## src/rtl/omsp_hmac_arbiter.sv

```systemverilog
// Two-client ownership arbiter in front of the shared HMAC engine.
// Round-robin grant, engine scrub between owners, idle watchdog revocation.
module omsp_hmac_arbiter #(
   parameter int TIMEOUT = 1024,
   parameter int CNT_W   = 11
) (
   input  logic        clk,
   input  logic        reset,
   input  logic [1:0]  req,
   output logic [1:0]  gnt,
   input  logic        c0_hmac_reset,
   input  logic        c0_start_continue,
   input  logic        c0_data_available,
   input  logic        c0_data_is_long,
   input  logic [15:0] c0_data_in,
   input  logic        c1_hmac_reset,
   input  logic        c1_start_continue,
   input  logic        c1_data_available,
   input  logic        c1_data_is_long,
   input  logic [15:0] c1_data_in,
   input  logic        hmac_busy,
   output logic        hmac_reset,
   output logic        hmac_start_continue,
   output logic        hmac_data_available,
   output logic        hmac_data_is_long,
   output logic [15:0] hmac_data_in,
   output logic [1:0]  c_busy,
   output logic [1:0]  aborted
);

   typedef enum logic [2:0] {
      S_IDLE,
      S_SCRUB,
      S_OWNED,
      S_DRAIN,
      S_ABORT
   } state_t;

   localparam logic [CNT_W-1:0] WD_LAST = CNT_W'(TIMEOUT - 1);
   localparam logic [CNT_W-1:0] WD_MAX  = '1;

   state_t           r_state;
   state_t           w_next;
   logic             r_owner;
   logic             w_owner_nxt;
   logic             r_last;
   logic             w_last_nxt;
   logic [CNT_W-1:0] r_wd;
   logic [1:0]       r_gnt;
   logic [1:0]       r_aborted;

   logic             w_req_own;
   logic             w_sel_rst;
   logic             w_sel_sc;
   logic             w_sel_dav;
   logic             w_sel_dil;
   logic [15:0]      w_sel_data;
   logic             w_idle;

   // Only the registered owner's controls are ever visible to the engine
   assign w_req_own  = r_owner ? req[1] : req[0];
   assign w_sel_rst  = r_owner ? c1_hmac_reset     : c0_hmac_reset;
   assign w_sel_sc   = r_owner ? c1_start_continue : c0_start_continue;
   assign w_sel_dav  = r_owner ? c1_data_available : c0_data_available;
   assign w_sel_dil  = r_owner ? c1_data_is_long   : c0_data_is_long;
   assign w_sel_data = r_owner ? c1_data_in        : c0_data_in;
   assign w_idle     = !hmac_busy && !w_sel_sc;

   always_comb begin
      w_next      = r_state;
      w_owner_nxt = r_owner;
      w_last_nxt  = r_last;
      unique case (r_state)
         S_IDLE: begin
            if (|req) begin
               w_next      = S_SCRUB;
               w_owner_nxt = (&req) ? ~r_last : req[1];
            end
         end
         S_SCRUB: begin
            if (!hmac_busy) w_next = S_OWNED;
         end
         S_OWNED: begin
            // A voluntary release takes priority over a coincident timeout
            if (!w_req_own)
               w_next = S_DRAIN;
            else if (w_idle && r_wd == WD_LAST)
               w_next = S_ABORT;
         end
         S_DRAIN: begin
            if (!hmac_busy) begin
               w_next     = S_IDLE;
               w_last_nxt = r_owner;
            end
         end
         S_ABORT: begin
            if (!w_req_own) begin
               w_next     = S_IDLE;
               w_last_nxt = r_owner;
            end
         end
         default: w_next = S_IDLE;
      endcase
   end

   always_comb begin
      hmac_reset          = 1'b1;
      hmac_start_continue = 1'b0;
      hmac_data_available = 1'b0;
      hmac_data_is_long   = 1'b0;
      hmac_data_in        = '0;
      c_busy              = 2'b11;
      unique case (r_state)
         S_OWNED: begin
            hmac_reset          = w_sel_rst;
            hmac_start_continue = w_sel_sc;
            hmac_data_available = w_sel_dav;
            hmac_data_is_long   = w_sel_dil;
            hmac_data_in        = w_sel_data;
            c_busy[r_owner]     = hmac_busy;
         end
         S_DRAIN: hmac_reset = 1'b0;
         default: hmac_reset = 1'b1;
      endcase
   end

   always_ff @(posedge clk or posedge reset) begin
      if (reset) begin
         r_state   <= S_IDLE;
         r_owner   <= 1'b0;
         r_last    <= 1'b1;
         r_wd      <= '0;
         r_gnt     <= '0;
         r_aborted <= '0;
      end else begin
         r_state   <= w_next;
         r_owner   <= w_owner_nxt;
         r_last    <= w_last_nxt;
         r_gnt     <= (w_next == S_OWNED) ?
                      {w_owner_nxt, ~w_owner_nxt} : 2'b00;
         r_aborted <= (r_state == S_OWNED && w_next == S_ABORT) ?
                      {r_owner, ~r_owner} : 2'b00;
         if (r_state != S_OWNED || !w_idle)
            r_wd <= '0;
         else if (r_wd != WD_MAX)
            r_wd <= r_wd + 1'b1;
      end
   end

   assign gnt     = r_gnt;
   assign aborted = r_aborted;

endmodule

```

## config.mk

```make
export PLATFORM = sky130hd
export DESIGN_NAME = omsp_hmac_arbiter
export DESIGN_NICKNAME = d
export VERILOG_FILES = /design/src/rtl/omsp_hmac_arbiter.sv
export SDC_FILE = /design/constraint.sdc
export NUM_CORES = 1
export LEC_CHECK = 0
export CORE_MARGIN = 4
export CORE_UTILIZATION = 37
export CTS_BUF_LIST = sky130_fd_sc_hd__clkbuf_2
export CTS_CLUSTER_DIAMETER = 200
export CTS_CLUSTER_SIZE = 10
export DETAILED_ROUTE_END_ITERATION = 8
export GPL_ROUTABILITY_DRIVEN = 0
export PLACE_DENSITY = 0.88
export SYNTH_ARGS = -nofsm -noshare
export SYNTH_HDL_FRONTEND = slang
export SYNTH_SLANG_ARGS = --single-unit
```

## constraint.sdc

```tcl
create_clock -name clk -period 1.95 [get_ports clk]
set_input_delay 0.585 -clock clk [delete_from_list [all_inputs] [get_ports clk]]
set_output_delay 0.585 -clock clk [all_outputs]
set_load 0.01 [all_outputs]
```

==> results.md, run 1 <==
* Outcome: finished with violations
* Failing checks: setup timing
* Layout cells sized above 1 at 32.5%
* Count leader, synth: nor2_1
* Clock transition at path regs at 180 ps
* Crit-path max cell delay at 430 ps
* Power Density at 990 mW/mm^2
* Critical path, cell by cell: or3b_4 -> buf_12 -> nor2_2 -> buf_2
* Clock insertion delay at the later pin of the skew report at 310 ps
* CTS H-tree lvls at 1
* Hold Vio Cnt, Final at 0
* Worst slack, placed at -682 ps
* CP Max Fanout at 21
* Core Area at 0.00347 sq mm
* Crit path DAT at around 1600 ps
* Longest Clk Path Bufs at 2
* First-pass GRT wire length at 7.43 mm
* Worst clock skew at approximately 13 ps
* Setup TNS at -4360 ps
* Port Buffer Count at 70
* Largest net degree at the start of global routing at 22
* Synth top area share at between 30% and 40%
* Vias at 1516
* Worst setup EP type: primary output
* Final setup viols at 22
* Avg Cell Area, Syn at about 8.9 sq um
* RSZ-0062 raised after global routing: true
* Worst-Margin Slew at 494 ps
* P_leak at approximately 1.0 nW
* Post-synth EDFFs at 0
* Area Growth Syn to Fin at 65.1%
* Tightest Hold Check Type: reg2reg
* Routed WL at about 4.8 mm
* Switching part of the total power at 41.8%
* Sequential fraction of the synthesis area at between 30% and 40%
* Drt pass-1 iters at 4
* Chip Height at 69.1 um
* Cells after Synth at 155
* CP startpoint kind: flop
* Synth warn at 0
* Yosys reg bits at 20
* Initial Utilization at 39.8%
* Switching power at 943 uW
* Max Cap Violations at 0
* Final ANT Viol Nets at 0
* Max transition margin at 66.8%
* Crit path max-delay family: simple AND/OR/NAND/NOR gates
* Final setup margin at -235 ps
* GRT Residual Overflow at 0
* CP max-delay cell: dfrtp_1
* # placed instances at 279
* Hold-fix buffers, CTS at 0
* Sink Count at 20
* Die area at roughly 0.0048 sq mm
* Detailed-route DRC error count at 0
* IO Pins at a little over 70
* FP Rows at 21
* Internal power at 1.31 mW
* Layout net count at 290
* Cts bufs inserted at 3
* Post-synthesis cell area at 0.00138 sq mm
* HPWL Detailed at 3.68 mm
* Top FF cell, synth: dfrtp_1
* Synth top area cells: dfrtp_1, mux2i_1, nor2_1, inv_1, xnor2_1
* Critical path buffers and inverters at 2
* CTS tree: yes
* Yosys cell types at 42
* ANT cells at 0
* Critical path class: reg2out
* WL/cell at 16.5 um
* Total GRT Usage at 18.6%
* Leading cell types by count after synthesis: nor2_1, mux2i_1, dfrtp_1
* Crit path required time at ~1400 ps
* Vias in the first global route at roughly 1400
* Iter 0 DRT Violations at 68
* Max-slew violation count at 0
* Finished Layout Cells at 289
* Dominant cell type by area after synthesis: dfrtp_1
* Chip width at 69.1 um
* Sequential fraction of design power at 23.4%
* Max Clk Rate at between 400 and 500 MHz
* Vias per inst at 5.25
* Post-synth ARST share at 100%
* Clk pwr share at a little under 8%
* Final Cycle Share at 112%
* Total power at 2.26 mW
* Mapped Nets at 201
* VDD IR-drop max at 0.499 mV
* CTS root buffer: clkbuf_2
* Initial antenna violation count at 0
* Fin crit period at about 2200 ps
* Comb power frac at between 60% and 70%
==> path summary, 6_finish.rpt <==
path / start / end / slack (ps) / cells after the start
min: r_wd[5] / r_wd[5] / 560 / 1
max reg2reg: r_state[0] / aborted[1] / 20 / 8
min in group asynchronous: reset / gnt[0] / 570 / 3
min reg2reg: r_wd[5] / r_wd[5] / 560 / 1
max: r_state[0] / hmac_data_in[3] / -240 / 4
max in group asynchronous: reset / r_last / 1100 / 3
==> per-stage QoR <==
| stage | area [sq um] | utilization, % | hold slack [ps] |
|---|---|---|---|
| floorplan | 1420 | - | 472 |
| global route | 2280 | 65.7 | 548 |
| global placement | 2260 | 65.2 | 502 |
| finish | 2280 | 65.7 | 563 |
| CTS | 2210 | 63.6 | 538 |
| detailed placement | 2260 | 65.2 | 515 |
==> layout make-up <==
type | count | area, sq um
fill | 284 | 1190
multi-input combinational | 115 | 856
tap | 46 | 57.6
timing repair buffer | 94 | 805
clock buffer | 4 | 20.0
sequential | 20 | 503
inverter | 10 | 37.5
==> flip-flops by register name, indices dropped and copies added, names as in the netlist <==
signal / cells
aborted: 2
r_state: 3
r_owner: 1
r_wd: 11
gnt: 2
r_last: 1
==> cell families (layout without fill, tap and decap cells) <==
group                      after synthesis  after routing  synth area share (%)
AOI/OAI and AO/OA                       24             24                  13.1
xor gates and xnor gates                 4              4                  2.54
adders and majority gates                1              1                 0.906
buffers and inverters                   20            108                  6.44
DFF                                     20             20                  36.4
muxes                                   23             23                  16.9
and+or+nand+nor                         63             63                  23.8
==> worst register-to-register path: cells and delay by family, from the launching register on <==
family / cells / cell delay (ps)
simple gates: 4 / 910
buf+inv: 4 / 530
flops: 1 / 430
==> power groups by stage <==
stage               clock network, mW  logic (mW)  registers [mW]
floorplan                           0       0.838           0.539
global placement                    0        1.57           0.526
detailed placement                  0        1.60           0.530
CTS                             0.179        1.47           0.524
global route                    0.198        1.68           0.535
finish                          0.174        1.55           0.527
==> per-layer routing <==
metal,vias to the layer above,share of wire [%],GRT usage (%)
met3,8,4.8,3.78
li1,737,-,-
met5,-,0,0
met4,0,2.3,4.77
met1,728,39,21.6
met2,43,54,34.4
==> cell usage in the layout (no fill, tap or decap), types with 2 or more instances in the layout <==
cell type	count
clkdlybuf4s50_1	45
mux2i_1	21
buf_2	20
buf_4	20
dfrtp_1	18
nor2_1	16
nor2_2	14
inv_1	10
nand2_1	7
nand3_1	6
a21oi_1	5
buf_6	5
xnor2_1	4
clkbuf_2	4
and3_1	3
nand4_1	3
a311oi_1	3
nand2_4	2
o211ai_1	2
a31oi_1	2
nor4_1	2
a41oi_1	2
nor3_1	2
a31o_2	2
dlygate4sd2_1	2
==> timing repair <==
| action | CTS | global route |
|---|---|---|
| setup buffers | 3 | 4 |
| pin swaps | 5 | 3 |
| gates resized for setup | 97 | 14 |
| setup endpoints to repair | 25 | 28 |
Note: power is estimated with default switching activity, not from simulation.
==> inputs of run 2 (changes only) <==
--- a/config.mk
+++ b/config.mk
@@ -15,2 +15,3 @@
 export PLACE_DENSITY = 0.88
+export SETUP_SLACK_MARGIN = 0.15
 export SYNTH_ARGS = -nofsm -noshare
==> constraint.sdc (replaced) <==
create_clock -name clk -period 1.8 [get_ports clk]
set_input_delay 0.18 -clock clk [delete_from_list [all_inputs] [get_ports clk]]
set_output_delay 0.18 -clock clk [all_outputs]
set_load 0.01 [all_outputs]
==> results.md, run 2 (synthesis gave the netlist of run 1 again) <==
* Max Cap Violations at 0 (unchanged)
* Longest Clk Path Bufs at 2 (unchanged)
* Crit-path max cell delay at 440 ps (about the same)
* WHS at 149 ps (-414 ps)
* Commonest non-fill, non-tap cell in the layout: clkdlybuf4s50_1
* Critical path, cell by cell: or3b_4 -> clkbuf_16 -> nor2_1 -> buf_2
* Max reg flops at 11 (unchanged)
* Clock transition at path regs at 190 ps (about the same)
* Drt pass-1 iters at 4 (unchanged)
* VDD IR-drop max at 0.593 mV (+19%)
* Routed WL at 4.80 mm (+0.42%)
* Chip width at 69.1 um (unchanged)
* Switching part of the total power at 38.9% (-2.9 points)
* Crit path max-delay family: simple AND/OR/NAND/NOR gates
* P_leak at 1.09 nW (+3.6%)
* Initial antenna violation count at 0 (unchanged)
* Cts bufs inserted at 3 (unchanged)
* Sequential fraction of design power at 19.2% (-4.2 points)
* Vias at 1524 (+0.53%)
* HPWL Detailed at 3.31 mm (-10%)
* Final Cycle Share at 101%
* CP max-delay cell: or3b_4
* Critical path buffers and inverters at 2 (unchanged)
* FP Rows at 21 (unchanged)
* Fin crit period at about 1800 ps
* Layout cells sized above 1 at 40.7% (+8.1 points)
* Total power at 2.91 mW (+29%)
* Largest net degree at the start of global routing at 21 (-4.5%)
* # fillers at 250 (-12%)
* Internal power at 1.78 mW (+36%)
* Biggest regs: r_wd: 11 flops, r_state: 3 flops
* Hold Vio Cnt, Final at 0 (unchanged)
* Clk pwr share at 11.3% (+3.6 points)
* CTS root buffer: clkbuf_2
* Worst setup EP type: primary output
* Comb power frac at 69.5% (+0.6 points)
* WL/cell at 16.4 um (-0.61%)
* Failing checks: setup timing
* Final setup margin at -24.7 ps (+210 ps)
* Chip Height at 69.1 um (unchanged)
* Max transition margin at 75.9% (+9.1 points)
* Highest-count cells in the layout ignoring fill and taps: clkdlybuf4s50_1, buf_4, dfrtp_1, mux2i_1, buf_2
* Layout net count at 293 (+1.0%)
* First-pass GRT wire length at 7.51 mm (+1.0%)
* Core Area at 0.00347 sq mm (unchanged)
* Detailed-route DRC error count at 0 (unchanged)
* CP Max Fanout at 9 (-57%)
* GRT Residual Overflow at 0 (unchanged)
* Sink Count at 20 (unchanged)
* Max-slew violation count at 0 (unchanged)
* Port Buffer Count at 70 (unchanged)
* Switching power at 1.13 mW (+20%)
* RSZ-0062 raised after global routing: true
* Crit path required time at 1620 ps (+260 ps)
* ANT cells at 0 (unchanged)
* Initial Utilization at 39.8% (unchanged)
* Vias per inst at 5.22 (-0.51%)
* Iter 0 DRT Violations at 55 (-19%)
* Die area at 0.00477 sq mm (unchanged)
* Power Density at 1170 mW/mm^2 (+18%)
* IO Pins at 71 (unchanged)
* Worst-Margin Slew at 361 ps (-133 ps)
* Max Clk Rate at 548 MHz
* Tightest Hold Check Type: in2async
* Setup slack, reg-to-reg at 0 ps (-20 ps)
* Worst clock skew at 2.00 ps (-11.3 ps)
* Area Growth Syn to Fin at 81.1%
* Final setup viols at 3 (-86%)
* Critical path class: reg2out
* Vias in the first global route at 1537 (+6.3%)
* Crit path DAT at 1640 ps (+40 ps)
* Final ANT Viol Nets at 0 (unchanged)
* CP startpoint kind: flop
* Clock insertion delay at the later pin of the skew report at 310 ps (about the same)
* Outcome: finished with violations
* Total GRT Usage at 19.1% (+0.50 points)
* CTS H-tree lvls at 1 (unchanged)
* CTS tree: yes
* Largest reg by FF count: r_wd
==> run 2: changes by cell type in the layout (fill, tap and decap cells not counted), sizes merged <==
cell           before  now
dlygate4sd2         2    0
clkdlybuf4s15       1    0
buf                46   48
clkdlybuf4s50      45   48
bufinv              0    1
==> run 2: timing repair <==
action,in CTS,in global routing
gates cloned,0,1
pin swaps,7,7
setup endpoints to repair,30,37
gates resized for setup,132,17
setup buffers,5,4
hold buffers,0,0
==> run 2: final cells by class <==
cell class                      count  area (sq um)  share of cell area (%)
Multi-Input combinational cell    115           958                    38.3
Clock inverter                      1          30.0                    1.20
Inverter                           10          37.5                    1.50
Timing Repair Buffer               97           898                    35.9
Tap cell                           46          57.6                    2.30
Clock buffer                        3          15.0                   0.601
Sequential cell                    20           503                    20.1
==> run 2: routing by layer <==
| layer | vias up | track usage (%) | part of all wire [%] |
|---|---|---|---|
| li1 | 737 | - | - |
| met1 | 722 | 20.7 | 37 |
| met2 | 60 | 36.3 | 55 |
| met3 | 5 | 4.80 | 7.4 |
| met4 | 0 | 4.99 | 0.81 |
| met5 | - | 0 | 0 |
==> run 2: power groups by stage <==
stage          logic (mW)  registers (mW)  clock network [mW]
2_1_floorplan       0.818           0.584                   0
3_3_place_gp         1.61           0.573                   0
3_5_place_dp         1.64           0.575                   0
4_1_cts              1.81           0.561               0.339
5_1_grt              2.16           0.567               0.369
6_report             2.02           0.560               0.329
==> run 2: through the flow <==
stage               cells  cell area (sq um)  setup TNS (ps)  utilization (%)  worst slack (ps)
finish                292               2500           -37.5             72.1             -24.7
CTS                   287               2390           -17.8             68.8             -17.8
floorplan             155               1380               0                -               116
detailed placement    278               2230            -303             64.2             -89.6
global route          292               2500           -1370             72.1              -124
global placement      278               2230           -87.2             64.2             -36.1
==> run 2: worst paths after layout <==
kind | from | to | depth (start not counted)
worst min register to register | r_wd[5] | r_wd[5] | 1
worst max-delay path | r_state[0] | hmac_data_in[0] | 4
max in group asynchronous | reset | r_last | 3
worst max register to register | r_owner | aborted[0] | 6
worst min-delay path | reset | r_wd[0] | 3
min in group clk | r_wd[5] | r_wd[5] | 1
==> run 2: tightest hold or removal path: stages <==
cell and delay, ps:
clkdlybuf4s50_1 390, inv_1 50, buf_4 250
